<file path="src/rtl/ace_snoop_responder.sv">
// ace_snoop_responder
//
// Snoop-side responder for a cached ACE master. It takes one AC snoop at a
// time and looks up the local tag/state array. It answers on CR and, when the
// response carries data, streams the cache line on CD one beat per two cycles.
// It then issues a single state-update pulse (invalidate / clean / share)
// back to the cache controller.
//
// Optional build macro: ACE_SNOOP_CNT_EN
//   defined   - saturating hit/miss counters on cnt_hit_o / cnt_miss_o
//   undefined - counter logic absent, both outputs tied to zero
//
// Ports
//   clk_i, rst_ni                 clock (rising edge), async active-low reset
//   ac_valid_i/ac_ready_o         snoop request handshake
//   ac_addr_i/ac_snoop_i/ac_prot_i  snoop address, type, protection
//   cr_valid_o/cr_ready_i/cr_resp_o snoop response {WU,IS,PD,Err,DT}
//   cd_valid_o/cd_ready_i         snoop data handshake
//   cd_data_o/cd_last_o           snoop data beat and final-beat flag
//   lk_req_o/lk_addr_o/lk_prot_o  tag lookup request, line address, prot
//   lk_rsp_valid_i/lk_hit_i/lk_dirty_i/lk_shared_i  lookup result
//   rd_en_o/rd_beat_o/rd_data_i   data array read (data one cycle after rd_en_o)
//   upd_valid_o/upd_inval_o/upd_clean_o/upd_share_o  cache state update
//   cnt_hit_o/cnt_miss_o          performance counters
module ace_snoop_responder #(
    parameter int unsigned AddrWidth = 64,
    parameter int unsigned DataWidth = 64,
    parameter int unsigned LineBeats = 4,
    parameter int unsigned CntWidth  = 32
) (
    input  logic                         clk_i,
    input  logic                         rst_ni,
    input  logic                         ac_valid_i,
    output logic                         ac_ready_o,
    input  logic [AddrWidth-1:0]         ac_addr_i,
    input  logic [3:0]                   ac_snoop_i,
    input  logic [2:0]                   ac_prot_i,
    output logic                         cr_valid_o,
    input  logic                         cr_ready_i,
    output logic [4:0]                   cr_resp_o,
    output logic                         cd_valid_o,
    input  logic                         cd_ready_i,
    output logic [DataWidth-1:0]         cd_data_o,
    output logic                         cd_last_o,
    output logic                         lk_req_o,
    output logic [AddrWidth-1:0]         lk_addr_o,
    output logic [2:0]                   lk_prot_o,
    input  logic                         lk_rsp_valid_i,
    input  logic                         lk_hit_i,
    input  logic                         lk_dirty_i,
    input  logic                         lk_shared_i,
    output logic                         rd_en_o,
    output logic [$clog2(LineBeats)-1:0] rd_beat_o,
    input  logic [DataWidth-1:0]         rd_data_i,
    output logic                         upd_valid_o,
    output logic                         upd_inval_o,
    output logic                         upd_clean_o,
    output logic                         upd_share_o,
    output logic [CntWidth-1:0]          cnt_hit_o,
    output logic [CntWidth-1:0]          cnt_miss_o
);

    localparam int unsigned BeatW   = $clog2(LineBeats);
    localparam int unsigned OffBits = $clog2(DataWidth / 8 * LineBeats);
    localparam logic [AddrWidth-1:0] LineMask = {AddrWidth{1'b1}} << OffBits;
    localparam logic [BeatW-1:0]     LastBeat = BeatW'(LineBeats - 1);

    localparam logic [3:0] SnReadOnce     = 4'b0000;
    localparam logic [3:0] SnReadShared   = 4'b0001;
    localparam logic [3:0] SnReadUnique   = 4'b0111;
    localparam logic [3:0] SnCleanInvalid = 4'b1001;
    localparam logic [3:0] SnMakeInvalid  = 4'b1101;

    typedef enum logic [2:0] {
        IDLE,
        LOOKUP,
        WAIT_LK,
        SEND_CR,
        READ,
        SEND_CD,
        UPDATE
    } state_e;

    state_e                 state_q, state_d;
    logic [AddrWidth-1:0]   addr_q, addr_d;
    logic [3:0]             snoop_q, snoop_d;
    logic [2:0]             prot_q, prot_d;
    logic [4:0]             crResp_q, crResp_d;
    logic                   updInval_q, updInval_d;
    logic                   updClean_q, updClean_d;
    logic                   updShare_q, updShare_d;
    logic [BeatW-1:0]       beat_q, beat_d;
    logic [DataWidth-1:0]   cdData_q, cdData_d;
    logic                   fresh_q, fresh_d;

    // Next-state and output decode. The response and the pending update are
    // both resolved at lookup time so later states only replay latched bits.
    // fresh_q marks the first SEND_CD cycle of a beat: the array data is live
    // on rd_data_i only in that cycle, so it is forwarded directly and also
    // captured to keep the beat stable while CD is stalled.
    always_comb begin
        state_d     = state_q;
        addr_d      = addr_q;
        snoop_d     = snoop_q;
        prot_d      = prot_q;
        crResp_d    = crResp_q;
        updInval_d  = updInval_q;
        updClean_d  = updClean_q;
        updShare_d  = updShare_q;
        beat_d      = beat_q;
        cdData_d    = cdData_q;
        fresh_d     = 1'b0;
        ac_ready_o  = 1'b0;
        lk_req_o    = 1'b0;
        cr_valid_o  = 1'b0;
        rd_en_o     = 1'b0;
        cd_valid_o  = 1'b0;
        upd_valid_o = 1'b0;
        upd_inval_o = 1'b0;
        upd_clean_o = 1'b0;
        upd_share_o = 1'b0;

        case (state_q)
            IDLE: begin
                ac_ready_o = 1'b1;
                if (ac_valid_i) begin
                    addr_d  = ac_addr_i & LineMask;
                    snoop_d = ac_snoop_i;
                    prot_d  = ac_prot_i;
                    state_d = LOOKUP;
                end
            end

            LOOKUP: begin
                lk_req_o = 1'b1;
                state_d  = WAIT_LK;
            end

            WAIT_LK: begin
                if (lk_rsp_valid_i) begin
                    updInval_d = 1'b0;
                    updClean_d = 1'b0;
                    updShare_d = 1'b0;
                    // Bit order {WasUnique, IsShared, PassDirty, Error, DataTransfer}
                    case (snoop_q)
                        SnReadOnce: begin
                            crResp_d = {lk_hit_i & ~lk_shared_i, lk_hit_i, 1'b0, 1'b0, lk_hit_i};
                        end
                        SnReadShared: begin
                            crResp_d   = {lk_hit_i & ~lk_shared_i, lk_hit_i,
                                          lk_hit_i & lk_dirty_i, 1'b0, lk_hit_i};
                            updShare_d = lk_hit_i;
                            updClean_d = lk_hit_i & lk_dirty_i;
                        end
                        SnReadUnique: begin
                            crResp_d   = {lk_hit_i & ~lk_shared_i, 1'b0,
                                          lk_hit_i & lk_dirty_i, 1'b0, lk_hit_i};
                            updInval_d = lk_hit_i;
                        end
                        SnCleanInvalid: begin
                            crResp_d   = {lk_hit_i & ~lk_shared_i, 1'b0, lk_hit_i & lk_dirty_i,
                                          1'b0, lk_hit_i & lk_dirty_i};
                            updInval_d = lk_hit_i;
                        end
                        SnMakeInvalid: begin
                            crResp_d   = {lk_hit_i & ~lk_shared_i, 4'b0000};
                            updInval_d = lk_hit_i;
                        end
                        default: begin
                            crResp_d = 5'b00010;
                        end
                    endcase
                    state_d = SEND_CR;
                end
            end

            SEND_CR: begin
                cr_valid_o = 1'b1;
                if (cr_ready_i) begin
                    if (crResp_q[0]) begin
                        beat_d  = '0;
                        state_d = READ;
                    end else begin
                        state_d = UPDATE;
                    end
                end
            end

            READ: begin
                rd_en_o = 1'b1;
                fresh_d = 1'b1;
                state_d = SEND_CD;
            end

            SEND_CD: begin
                cd_valid_o = 1'b1;
                if (fresh_q) begin
                    cdData_d = rd_data_i;
                end
                if (cd_ready_i) begin
                    if (beat_q == LastBeat) begin
                        state_d = UPDATE;
                    end else begin
                        beat_d  = beat_q + BeatW'(1);
                        state_d = READ;
                    end
                end
            end

            UPDATE: begin
                upd_valid_o = updInval_q | updClean_q | updShare_q;
                upd_inval_o = updInval_q;
                upd_clean_o = updClean_q;
                upd_share_o = updShare_q;
                state_d     = IDLE;
            end

            default: begin
                state_d = IDLE;
            end
        endcase
    end

    // State and holding registers; reset aborts any snoop in flight, so a
    // pending update is dropped rather than issued.
    always_ff @(posedge clk_i or negedge rst_ni) begin
        if (!rst_ni) begin
            state_q    <= IDLE;
            addr_q     <= '0;
            snoop_q    <= '0;
            prot_q     <= '0;
            crResp_q   <= '0;
            updInval_q <= 1'b0;
            updClean_q <= 1'b0;
            updShare_q <= 1'b0;
            beat_q     <= '0;
            cdData_q   <= '0;
            fresh_q    <= 1'b0;
        end else begin
            state_q    <= state_d;
            addr_q     <= addr_d;
            snoop_q    <= snoop_d;
            prot_q     <= prot_d;
            crResp_q   <= crResp_d;
            updInval_q <= updInval_d;
            updClean_q <= updClean_d;
            updShare_q <= updShare_d;
            beat_q     <= beat_d;
            cdData_q   <= cdData_d;
            fresh_q    <= fresh_d;
        end
    end

    assign lk_addr_o = addr_q;
    assign lk_prot_o = prot_q;
    assign cr_resp_o = crResp_q;
    assign rd_beat_o = beat_q;
    assign cd_data_o = fresh_q ? rd_data_i : cdData_q;
    assign cd_last_o = (state_q == SEND_CD) && (beat_q == LastBeat);

`ifdef ACE_SNOOP_CNT_EN
    logic                lkDone;
    logic [CntWidth-1:0] cntHit_q, cntHit_d;
    logic [CntWidth-1:0] cntMiss_q, cntMiss_d;

    assign lkDone = (state_q == WAIT_LK) && lk_rsp_valid_i;

    // Every completed lookup is counted, including illegal snoop types;
    // both counters stick at all-ones instead of wrapping.
    always_comb begin
        cntHit_d  = cntHit_q;
        cntMiss_d = cntMiss_q;
        if (lkDone && lk_hit_i && (cntHit_q != '1)) begin
            cntHit_d = cntHit_q + CntWidth'(1);
        end
        if (lkDone && !lk_hit_i && (cntMiss_q != '1)) begin
            cntMiss_d = cntMiss_q + CntWidth'(1);
        end
    end

    // Counter registers, cleared by reset.
    always_ff @(posedge clk_i or negedge rst_ni) begin
        if (!rst_ni) begin
            cntHit_q  <= '0;
            cntMiss_q <= '0;
        end else begin
            cntHit_q  <= cntHit_d;
            cntMiss_q <= cntMiss_d;
        end
    end

    assign cnt_hit_o  = cntHit_q;
    assign cnt_miss_o = cntMiss_q;
`else
    assign cnt_hit_o  = '0;
    assign cnt_miss_o = '0;
`endif

endmodule

</file>
<file path="config.mk">
export PLATFORM = sky130hd
export DESIGN_NAME = ace_snoop_responder
export DESIGN_NICKNAME = d
export VERILOG_FILES = /design/src/rtl/ace_snoop_responder.sv
export SDC_FILE = /design/constraint.sdc
export NUM_CORES = 1
export LEC_CHECK = 0
export CAP_MARGIN = 40
export CORE_MARGIN = 2
export CORE_UTILIZATION = 37
export CTS_BUF_LIST = sky130_fd_sc_hd__clkbuf_4 sky130_fd_sc_hd__clkbuf_8 sky130_fd_sc_hd__clkbuf_16
export DETAILED_ROUTE_END_ITERATION = 10
export PLACE_DENSITY = 0.75
export SYNTH_ARGS = -nofsm -noshare
export SYNTH_HDL_FRONTEND = slang
export SYNTH_SLANG_ARGS = --single-unit
</file>
<file path="constraint.sdc">
create_clock -name clk_i -period 3.14 [get_ports clk_i]
set_input_delay 0.785 -clock clk_i [delete_from_list [all_inputs] [get_ports clk_i]]
set_output_delay 0.785 -clock clk_i [all_outputs]
set_load 0.01 [all_outputs]
</file>
==> results of run 1 <==
-- cell usage after synthesis, drive strengths merged (2+ instances only) --
master / count
nand2b: 2
clkbuf: 2
nand3b: 3
o31ai: 5
buf: 100
inv: 3
nand2: 203
and2: 5
dfrtp: 144
and3: 2
o41ai: 2
nor3: 2
mux2: 131
and3b: 2
nor2: 7
nor2b: 2
o21ai: 3
-- registers in the layout, summed over array words and instances (netlist names) --
signal / count
cr_resp_o: 5
snoop_q: 4
updShare_q: 1
state_q: 3
rd_beat_o: 2
cdData_q: 64
updClean_q: 1
lk_addr_o: 59
updInval_q: 1
lk_prot_o: 3
fresh_q: 1
-- stage by stage --
stage	util	area [um^2]	power, W	cells
final	0.556	10500	0.0102	1185
after global routing	0.556	10500	0.0108	1185
after CTS	0.556	10500	0.0103	1185
after detailed placement	0.525	9890	0.00826	1153
after global placement	0.525	9890	0.00815	1153
after floorplan	-	7380	0.00588	701
-- final timing paths --
check / endpoint / slack [ps] / cells after the start
max reg2reg: rd_beat_o[0] / 1030 / 5
max: cd_data_o[27] / 200 / 3
min in group clk_i: cdData_q[30] / 470 / 2
min reg2reg: cdData_q[30] / 470 / 2
max in group asynchronous: cr_resp_o[3] / 2110 / 2
min: cdData_q[42] / 320 / 1
-- area by class of cell --
class | instances | area share
clock buffers | 19 | 0.0427
clock inverters | 13 | 0.0122
well taps | 260 | 0.0311
multi-input cells | 452 | 0.287
repair buffers | 294 | 0.282
flip-flops and latches | 144 | 0.344
inverters | 3 | 0.00108
-- logic make-up after synthesis --
logic type / share of synthesized area
simple gates: 0.133
flops: 0.506
mux: 0.228
buf+inv: 0.110
compound gates: 0.0214
fa+ha+maj: 0.00176
other cells: 0.000526
-- layer usage --
metal  part of all wire  GRT usage  vias up  routed length (um)
met5                  0          0        -                   0
met1               0.40      0.203     2477                7050
met2               0.50      0.289      200                8790
li1                   -          -     2512                   -
met4              0.011     0.0464        0                 202
met3              0.089     0.0701       17                1580
-- power groups by stage --
| stage | logic [W] | clock network [W] | registers (W) |
|---|---|---|---|
| detailed placement | 0.00489 | 0 | 0.00337 |
| finish | 0.00485 | 0.00197 | 0.00334 |
| global placement | 0.00482 | 0 | 0.00333 |
| global route | 0.00524 | 0.00212 | 0.00347 |
| CTS | 0.00492 | 0.00204 | 0.00335 |
| floorplan | 0.00244 | 0 | 0.00344 |
==> results_dict.tcl, run 1 <==
set metrics [dict create \
    initial_core_util 0.379 \
    first_pass_iters 4 \
    post_cts.repair.setup_buffers 0 \
    layout_worst_path_cycle_share 0.935 \
    r2r-start "state_q[1]" \
    antennaDiodeCount 0 \
    cts_root_buf "sky130_fd_sc_hd__clkbuf_16" \
    synth-edff-count 0 \
    worst_setup_path_start_kind "flip-flop" \
    synthDominantCellAreaShare 0.506 \
    drtAntennaViolNets 0 \
    numCtsBuffers 17 \
    synth_top_flop_cell "sky130_fd_sc_hd__dfrtp_1" \
    whs_ps 321 \
    worst-setup-path-type "flip-flop to output port" \
    yosys_warnings 0 \
    post_synth_instance_area_mm2 0.00713 \
    worst_slew_margin_rel 0.522 \
    place_ws_ps 371 \
    power.density_cell_area_mw_per_mm2 972 \
    total_switching_power_w 0.00330 \
    num-nets-final 1057 \
    floorplan.die_area_mm2 0.0204 \
    power_frac_clock 0.194 \
    drt-total-wl_um 17600 \
    clock_skew_ps 5.77 \
    netlist.top_cell.by_area "sky130_fd_sc_hd__dfrtp_1" \
    critPathLaunch "fresh_q" \
    hold_path_class "input port to async pin" \
    port-buffer-count 281 \
    first_global_vias 5150 \
    ys_top_cells_by_area "sky130_fd_sc_hd__dfrtp_1, sky130_fd_sc_hd__mux2_2, sky130_fd_sc_hd__nand2_1, sky130_fd_sc_hd__mux2_4, sky130_fd_sc_hd__buf_4" \
    post_cts_resized 0 \
    asyncSetResetFlopFracSynth 1.00 \
    routed-via-count 5206 \
    slew_viol_final 0 \
    worst-endpoint-required_ps 2350 \
    grt_start_max_net_pins 67 \
    critPathCaptureType "output port" \
    std_cell_rows 50 \
    achievable-frequency_ghz 0.341 \
    grt_overflow_total 0 \
    share_seq_of_total_power 0.329 \
    setup-violations-final 0 \
    die_y_um 143 \
    core_region_area_mm2 0.0188 \
    p_int_w 0.00686 \
    avgSynthCellArea_um2 11.3 \
    vdd_drop_max_uv 556 \
    synthCells 633 \
    detail_routed_net_length_per_standard_cell_um 14.9 \
    area.sequential_mm2 0.00360 \
    place.gp.congestion 0.768 \
    grt_antenna_before_repair 0 \
    layout.cells.most_common_list "sky130_fd_sc_hd__clkdlybuf4s50_1, sky130_fd_sc_hd__nand2_1, sky130_fd_sc_hd__dfrtp_1" \
    finalHoldViolCount 0 \
    detailedPlacementHpwl_um 12700 \
    final_layout_size_suffix_gt1_frac 0.197 \
    worst_path_dominant_cell_family "buffers and inverters" \
    floorplan.die.width_um 143 \
    yosys.cell_types.count 38 \
    worst-path-max-fanout 38 \
    multi_input_comb_area_mm2 0.00300 \
    grt.total_usage 0.171 \
    cp_slowest_stage_delay_ps 510 \
    clock_path_buffers 2 \
    drt_iter0_drc 188 \
    timing.critical_path.arrival_ps 2150 \
    tritoncts_num_sinks 144 \
    cts.reportedPaths.clkPinSlew_ps 60 \
    timing.setup.tns_ps 0 \
    maxCapViolations 0 \
    worstPathCellList "buf_4 > mux2_2 > clkdlybuf4s50_1" \
    outcome "completed" \
    worstSkewPairLatency_ps 410 \
    htree_levels 4 \
    setup_ws_ps 203 \
    final_common_cell "sky130_fd_sc_hd__clkdlybuf4s50_1" \
    io_pins 356 \
    nFillCells 1578 \
    combinationalPowerShare 0.477 \
    tritoncts "built" \
    postSynthRegisterBits 144 \
    grt_setup_unrepaired "no" \
    swShare 0.325 \
    drc_violation_count_after_routing 0 \
    post_cts_hold_buffer_count 0 \
    fin_crit_ps 2940 \
    worst_pin_slew_ps 716 \
    grt_first_pass_wirelength_um 27200 \
    critical-path-slowest-cell "sky130_fd_sc_hd__clkdlybuf4s50_1" \
    power.leakage_nw 4.70 \
    sequential_element_share_of_the_synthesized_area 0.506 \
    viasPerCell 4.39 \
    area_delta_synth_final_pct 46.8 \
    cp_num_buf_inv 2 \
]
No activity file was read; power rests on OpenSTA's default activity.
==> run 2: changes to the inputs <==
Settings changed: ABC_AREA from default to 1, CAP_MARGIN 40 to default, CORE_ASPECT_RATIO from default to 1.75.
==> results_dict.tcl, run 2 <==
set metrics [dict create \
    asyncSetResetFlopFracSynth 1.00 \
    worstPathCellList "buf_12 > o21ai_0 > clkdlybuf4s50_1" \
    floorplan.die.width_um 108 \
    routed-via-count 6349 \
    final_layout_size_suffix_gt1_frac 0.0423 \
    yosys.cell_count.top_type "sky130_fd_sc_hd__nand2_1" \
    yosys.cell_types.count 24 \
    drtAntennaViolNets 0 \
    grt_start_max_net_pins 129 \
    netlist.top_cell.by_area "sky130_fd_sc_hd__dfrtp_1" \
    htree_levels 4 \
    finalHoldViolCount 0 \
    io_pins 356 \
    viasPerCell 4.54 \
    maxCapViolations 0 \
    yosys_warnings 0 \
    tritoncts "built" \
    die_y_um 186 \
    worst-setup-path-type "flip-flop to output port" \
    cts.reportedPaths.clkPinSlew_ps 60 \
    slew_viol_final 0 \
    port-buffer-count 281 \
    regMostFlops "cdData_q" \
    post_synth_instance_area_mm2 0.00704 \
    std_cell_rows 66 \
    hold_path_class "input port to async pin" \
    postSynthRegisterBits 144 \
    critical-path-slowest-cell "sky130_fd_sc_hd__dfrtp_4" \
    first_pass_iters 4 \
    drt_iter0_drc 361 \
    worst_path_dominant_cell_family "buffers and inverters" \
    numCtsBuffers 17 \
    synthDominantCellAreaShare 0.512 \
    power.density_cell_area_mw_per_mm2 963 \
    first_global_vias 6047 \
    detailedPlacementHpwl_um 13500 \
    whs_ps 324 \
    cp_num_buf_inv 2 \
    fin_crit_ps 3000 \
    drt-total-wl_um 18800 \
    place.gp.congestion 0.789 \
    place_ws_ps 258 \
    initial_core_util 0.377 \
    synth-edff-count 0 \
    synthCells 889 \
    worst_slew_margin_rel 0.270 \
    largest_reg_flops 64 \
    grt_setup_unrepaired "no" \
    worst_setup_path_start_kind "flip-flop" \
    synth_top_flop_cell "sky130_fd_sc_hd__dfrtp_1" \
    critPathCaptureType "output port" \
    final_common_cell "sky130_fd_sc_hd__nand2_1" \
    setup_ws_ps 139 \
    vdd_drop_max_uv 437 \
    tritoncts_num_sinks 144 \
    cp_slowest_stage_delay_ps 660 \
    achievable-frequency_ghz 0.333 \
    timing.setup.tns_ps 0 \
    layout.cells.most_common_list "sky130_fd_sc_hd__nand2_1, sky130_fd_sc_hd__clkdlybuf4s50_1, sky130_fd_sc_hd__dfrtp_1" \
    sequential_element_share_of_the_synthesized_area 0.512 \
    antennaDiodeCount 0 \
    clock_path_buffers 2 \
    grt_antenna_before_repair 0 \
    layout_worst_path_cycle_share 0.956 \
    ys_top_cells_by_area "sky130_fd_sc_hd__dfrtp_1, sky130_fd_sc_hd__nand2_1, sky130_fd_sc_hd__o21ai_0, sky130_fd_sc_hd__buf_4, sky130_fd_sc_hd__nand3_1" \
    detail_routed_net_length_per_standard_cell_um 13.4 \
    floorplan.die_area_mm2 0.0202 \
    area_delta_synth_final_pct 48.6 \
    power.leakage_nw 4.88 \
    outcome "completed" \
    cts_root_buf "sky130_fd_sc_hd__clkbuf_16" \
    design_power_total_w 0.0101 \
    avgSynthCellArea_um2 7.92 \
    worstSkewPairLatency_ps 410 \
    worst-endpoint-required_ps 2350 \
    worst-path-max-fanout 42 \
    grt.total_usage 0.186 \
    num-nets-final 1292 \
    synth.top_cells.by_count "sky130_fd_sc_hd__nand2_1, sky130_fd_sc_hd__dfrtp_1, sky130_fd_sc_hd__o21ai_0" \
    grt_first_pass_wirelength_um 29900 \
    core_region_area_mm2 0.0187 \
    nFillCells 1714 \
    grt_overflow_total 0 \
    clock_skew_ps 8.89 \
    worst_pin_slew_ps 1100 \
    setup-violations-final 0 \
    drc_violation_count_after_routing 0 \
    timing.critical_path.arrival_ps 2220 \
]
[run 2: worst paths after layout]
check | endpoint | cells past startpoint | slack [ps] | from
max | cd_data_o[40] | 3 | 140 | fresh_q
min | cdData_q[10] | 1 | 320 | rst_ni
max reg2reg | cdData_q[46] | 5 | 1010 | state_q[1]
min reg2reg | lk_addr_o[37] | 2 | 470 | lk_addr_o[37]
max in group asynchronous | cdData_q[19] | 2 | 1970 | rst_ni
min in group clk_i | lk_addr_o[37] | 2 | 470 | lk_addr_o[37]
[run 2: area by class of cell]
cell class / instances / area (um^2) / share of cell area
Tap cell: 238 / 298 / 0.0285
Clock buffer: 22 / 494 / 0.0472
Timing Repair Buffer: 291 / 2930 / 0.280
Clock inverter: 9 / 201 / 0.0193
Multi-Input combinational cell: 605 / 2590 / 0.248
Sequential cell: 144 / 3610 / 0.345
Inverter: 88 / 332 / 0.0317
[run 2: logic make-up (layout without fill, tap and decap cells)]
logic type	after synthesis	count (layout)	synth area share
buf+inv	208	410	0.157
flops	144	144	0.512
other cells	1	69	0.000533
compound gates	141	141	0.101
simple gates	394	394	0.228
fa+ha+maj	1	1	0.00178
[run 2: timing repair]
item                                    CTS  global route
buffers inserted                          1             0
endpoints found under the setup margin    1             4
hold buffers                              0             0
resized for setup                         0             1
hold endpoints to repair                  0             0
cloned                                    0             0
[run 2: layer usage]
layer / GRT usage / up-vias / share of wire
met4: 0.0616 / 0 / 0.021
met2: 0.338 / 243 / 0.52
met3: 0.0559 / 23 / 0.086
met5: 0 / - / 0
met1: 0.201 / 2910 / 0.37
li1: - / 3173 / -
[run 2: power by group]
group	internal (W)	leakage, nW	switching [W]
combinational	0.00228	2.75	0.00232
clock	0.00159	0.338	0.000767
sequential	0.00271	1.79	0.000415
[run 2: metrics by stage]
| stage | utilization | std cells | cell area [um^2] |
|---|---|---|---|
| after floorplan | - | 957 | 7300 |
| after CTS | 0.561 | 1397 | 10500 |
| after global routing | 0.561 | 1397 | 10500 |
| after global placement | 0.522 | 1365 | 9750 |
| final | 0.561 | 1397 | 10500 |
| after detailed placement | 0.522 | 1365 | 9750 |
[run 2: worst reg2reg max path, cell delays in order, from the launching register on]
cell and delay [ps]:
sky130_fd_sc_hd__dfrtp_1 440, sky130_fd_sc_hd__inv_1 200, sky130_fd_sc_hd__nand3_2 140, sky130_fd_sc_hd__clkinv_2 80
sky130_fd_sc_hd__buf_4 790, sky130_fd_sc_hd__o21ai_0 310
==> run 3: changes to the inputs <==
Settings changed: CTS_BUF_LIST sky130_fd_sc_hd__clkbuf_4 sky130_fd_sc_hd__clkbuf_8 sky130_fd_sc_hd__clkbuf_16 to sky130_fd_sc_hd__clkbuf_8.
==> results_dict.tcl, run 3 (synthesis gave the netlist of run 2 again) <==
set metrics [dict create \
    numCtsBuffers 17 \
    post_dp_cell_area_mm2 0.00975 \
    grt_antenna_before_repair 0 \
    floorplan.die.width_um 108 \
    share_seq_of_total_power 0.325 \
    reg2regPathDepth 5 \
    met3_length_um 1680 \
    worst-endpoint-required_ps 2350 \
    drc_violation_count_after_routing 0 \
    slew_viol_final 0 \
    maxCapViolations 0 \
    timing.critical_path.arrival_ps 2150 \
    io_pins 356 \
    viasPerCell 4.52 \
    top_layer_used "met4" \
    power.leakage_nw 4.80 \
    cts.reportedPaths.clkPinSlew_ps 80 \
    cp_slowest_stage_delay_ps 610 \
    post_cts_hold_buffer_count 0 \
    power_frac_clock 0.192 \
    utilization 0.551 \
    port-buffer-count 281 \
    critPathLaunch "fresh_q" \
    vdd_drop_max_uv 466 \
    timing.setup.tns_ps 0 \
    antennaDiodeCount 0 \
    finalHoldViolCount 0 \
    std_cell_rows 66 \
    worstSkewPairLatency_ps 440 \
    outcome "completed" \
    place.gp.congestion 0.789 \
    largest_reg_flops 64 \
    first_global_vias 6041 \
    r2r-start "state_q[1]" \
    worstPathCellList "buf_12 > o21ai_0 > clkdlybuf4s50_1" \
    grt_overflow_total 0 \
    setup-violations-final 0 \
    detail_routed_net_length_per_standard_cell_um 13.5 \
    clock_skew_ps 11.2 \
    critPathCaptureType "output port" \
    wl_met2_um 9920 \
    achievable-frequency_ghz 0.340 \
    detailedPlacementHpwl_um 13500 \
    worst-path-max-fanout 42 \
    core_region_area_mm2 0.0187 \
    worst_setup_path_start_kind "flip-flop" \
    drtAntennaViolNets 0 \
    layout.cells.most_common_list "sky130_fd_sc_hd__nand2_1, sky130_fd_sc_hd__clkdlybuf4s50_1, sky130_fd_sc_hd__dfrtp_1" \
    num-nets-final 1293 \
    drt-total-wl_um 18900 \
    final_common_cell "sky130_fd_sc_hd__nand2_1" \
    wirelength_met1_um 6930 \
    cts_root_buf "sky130_fd_sc_hd__clkbuf_8" \
    floorplan.die_area_mm2 0.0202 \
    worst_slew_margin_rel 0.270 \
    tritoncts_num_sinks 144 \
    combinationalPowerShare 0.483 \
    routed-via-count 6316 \
    regMostFlops "cdData_q" \
    hold_path_class "input port to async pin" \
    grt.total_usage 0.187 \
    power.density_cell_area_mw_per_mm2 929 \
    worst_pin_slew_ps 1090 \
    drt_iter0_drc 343 \
    p_int_w 0.00612 \
    htree_levels 4 \
    tritoncts "built" \
    fin_crit_ps 2940 \
    die_y_um 186 \
    total_switching_power_w 0.00344 \
    swShare 0.360 \
    worst-setup-path-type "flip-flop to output port" \
    grt_first_pass_wirelength_um 29800 \
    design_area_mm2 0.0103 \
    critical-path-slowest-cell "sky130_fd_sc_hd__dfrtp_4" \
    initial_core_util 0.377 \
    layout_worst_path_cycle_share 0.936 \
    final_layout_size_suffix_gt1_frac 0.0440 \
    first_pass_iters 4 \
    grt_setup_unrepaired "no" \
    grt_start_max_net_pins 129 \
    area_delta_synth_final_pct 46.2 \
    clock_path_buffers 2 \
]
run 3: changes by cell type in the layout (fill, tap and decap cells not counted), sizes merged:
cell,before,now
buf,12,13
run 3: final timing paths:
check                                end  slack, ps
max in group asynchronous   cdData_q[13]       2000
setup / recovery           cd_data_o[40]        200
setup reg to reg            cdData_q[46]        990
hold reg to reg            lk_addr_o[37]        470
min in group clk_i         lk_addr_o[37]        470
hold / removal              cdData_q[10]        280
run 3: critical path, delay by kind of cell (launching register included):
kind,cells,cell delay (ps)
AOI/OAI and AO/OA,1,270
buffers and inverters,2,810
DFF,1,610
run 3: metrics by stage:
step | total power (W) | hold WS [ps] | cells | setup WS [ps]
floorplan | 0.00535 | 477 | 957 | 1260
CTS | 0.00968 | 275 | 1397 | 47.8
global route | 0.0103 | 297 | 1398 | 60.6
detailed placement | 0.00777 | 457 | 1365 | 258
global placement | 0.00767 | 454 | 1365 | 264
finish | 0.00956 | 283 | 1398 | 202
run 3: area by class of cell:
class                      instances  area [um^2]
fill                            1730         8370
clock buffer                      22          303
timing repair buffer             292         2950
sequential                       144         3610
tap                              238          298
clock inverter                     9          201
inverter                          88          332
multi-input combinational        605         2600
run 3: repair_timing:
item | CTS | global route
buffers inserted | 1 | 1
endpoints found under the setup margin | 29 | 6
resized for setup | 1 | 1
endpoints found under the hold margin | 0 | 0
run 3: power by group through the flow:
| stage | combinational, W | sequential, W | clock [W] |
|---|---|---|---|
| after floorplan | 0.00212 | 0.00323 | 0 |
| after global placement | 0.00453 | 0.00314 | 0 |
| after detailed placement | 0.00460 | 0.00316 | 0 |
| after CTS | 0.00466 | 0.00312 | 0.00190 |
| after global routing | 0.00512 | 0.00321 | 0.00197 |
| final | 0.00462 | 0.00310 | 0.00184 |
run 3: layer usage:
| metal | global-route usage | up-vias |
|---|---|---|
| li1 | - | 3173 |
| met1 | 0.199 | 2877 |
| met2 | 0.339 | 240 |
| met3 | 0.0601 | 26 |
| met4 | 0.0680 | 0 |
| met5 | 0 | - |
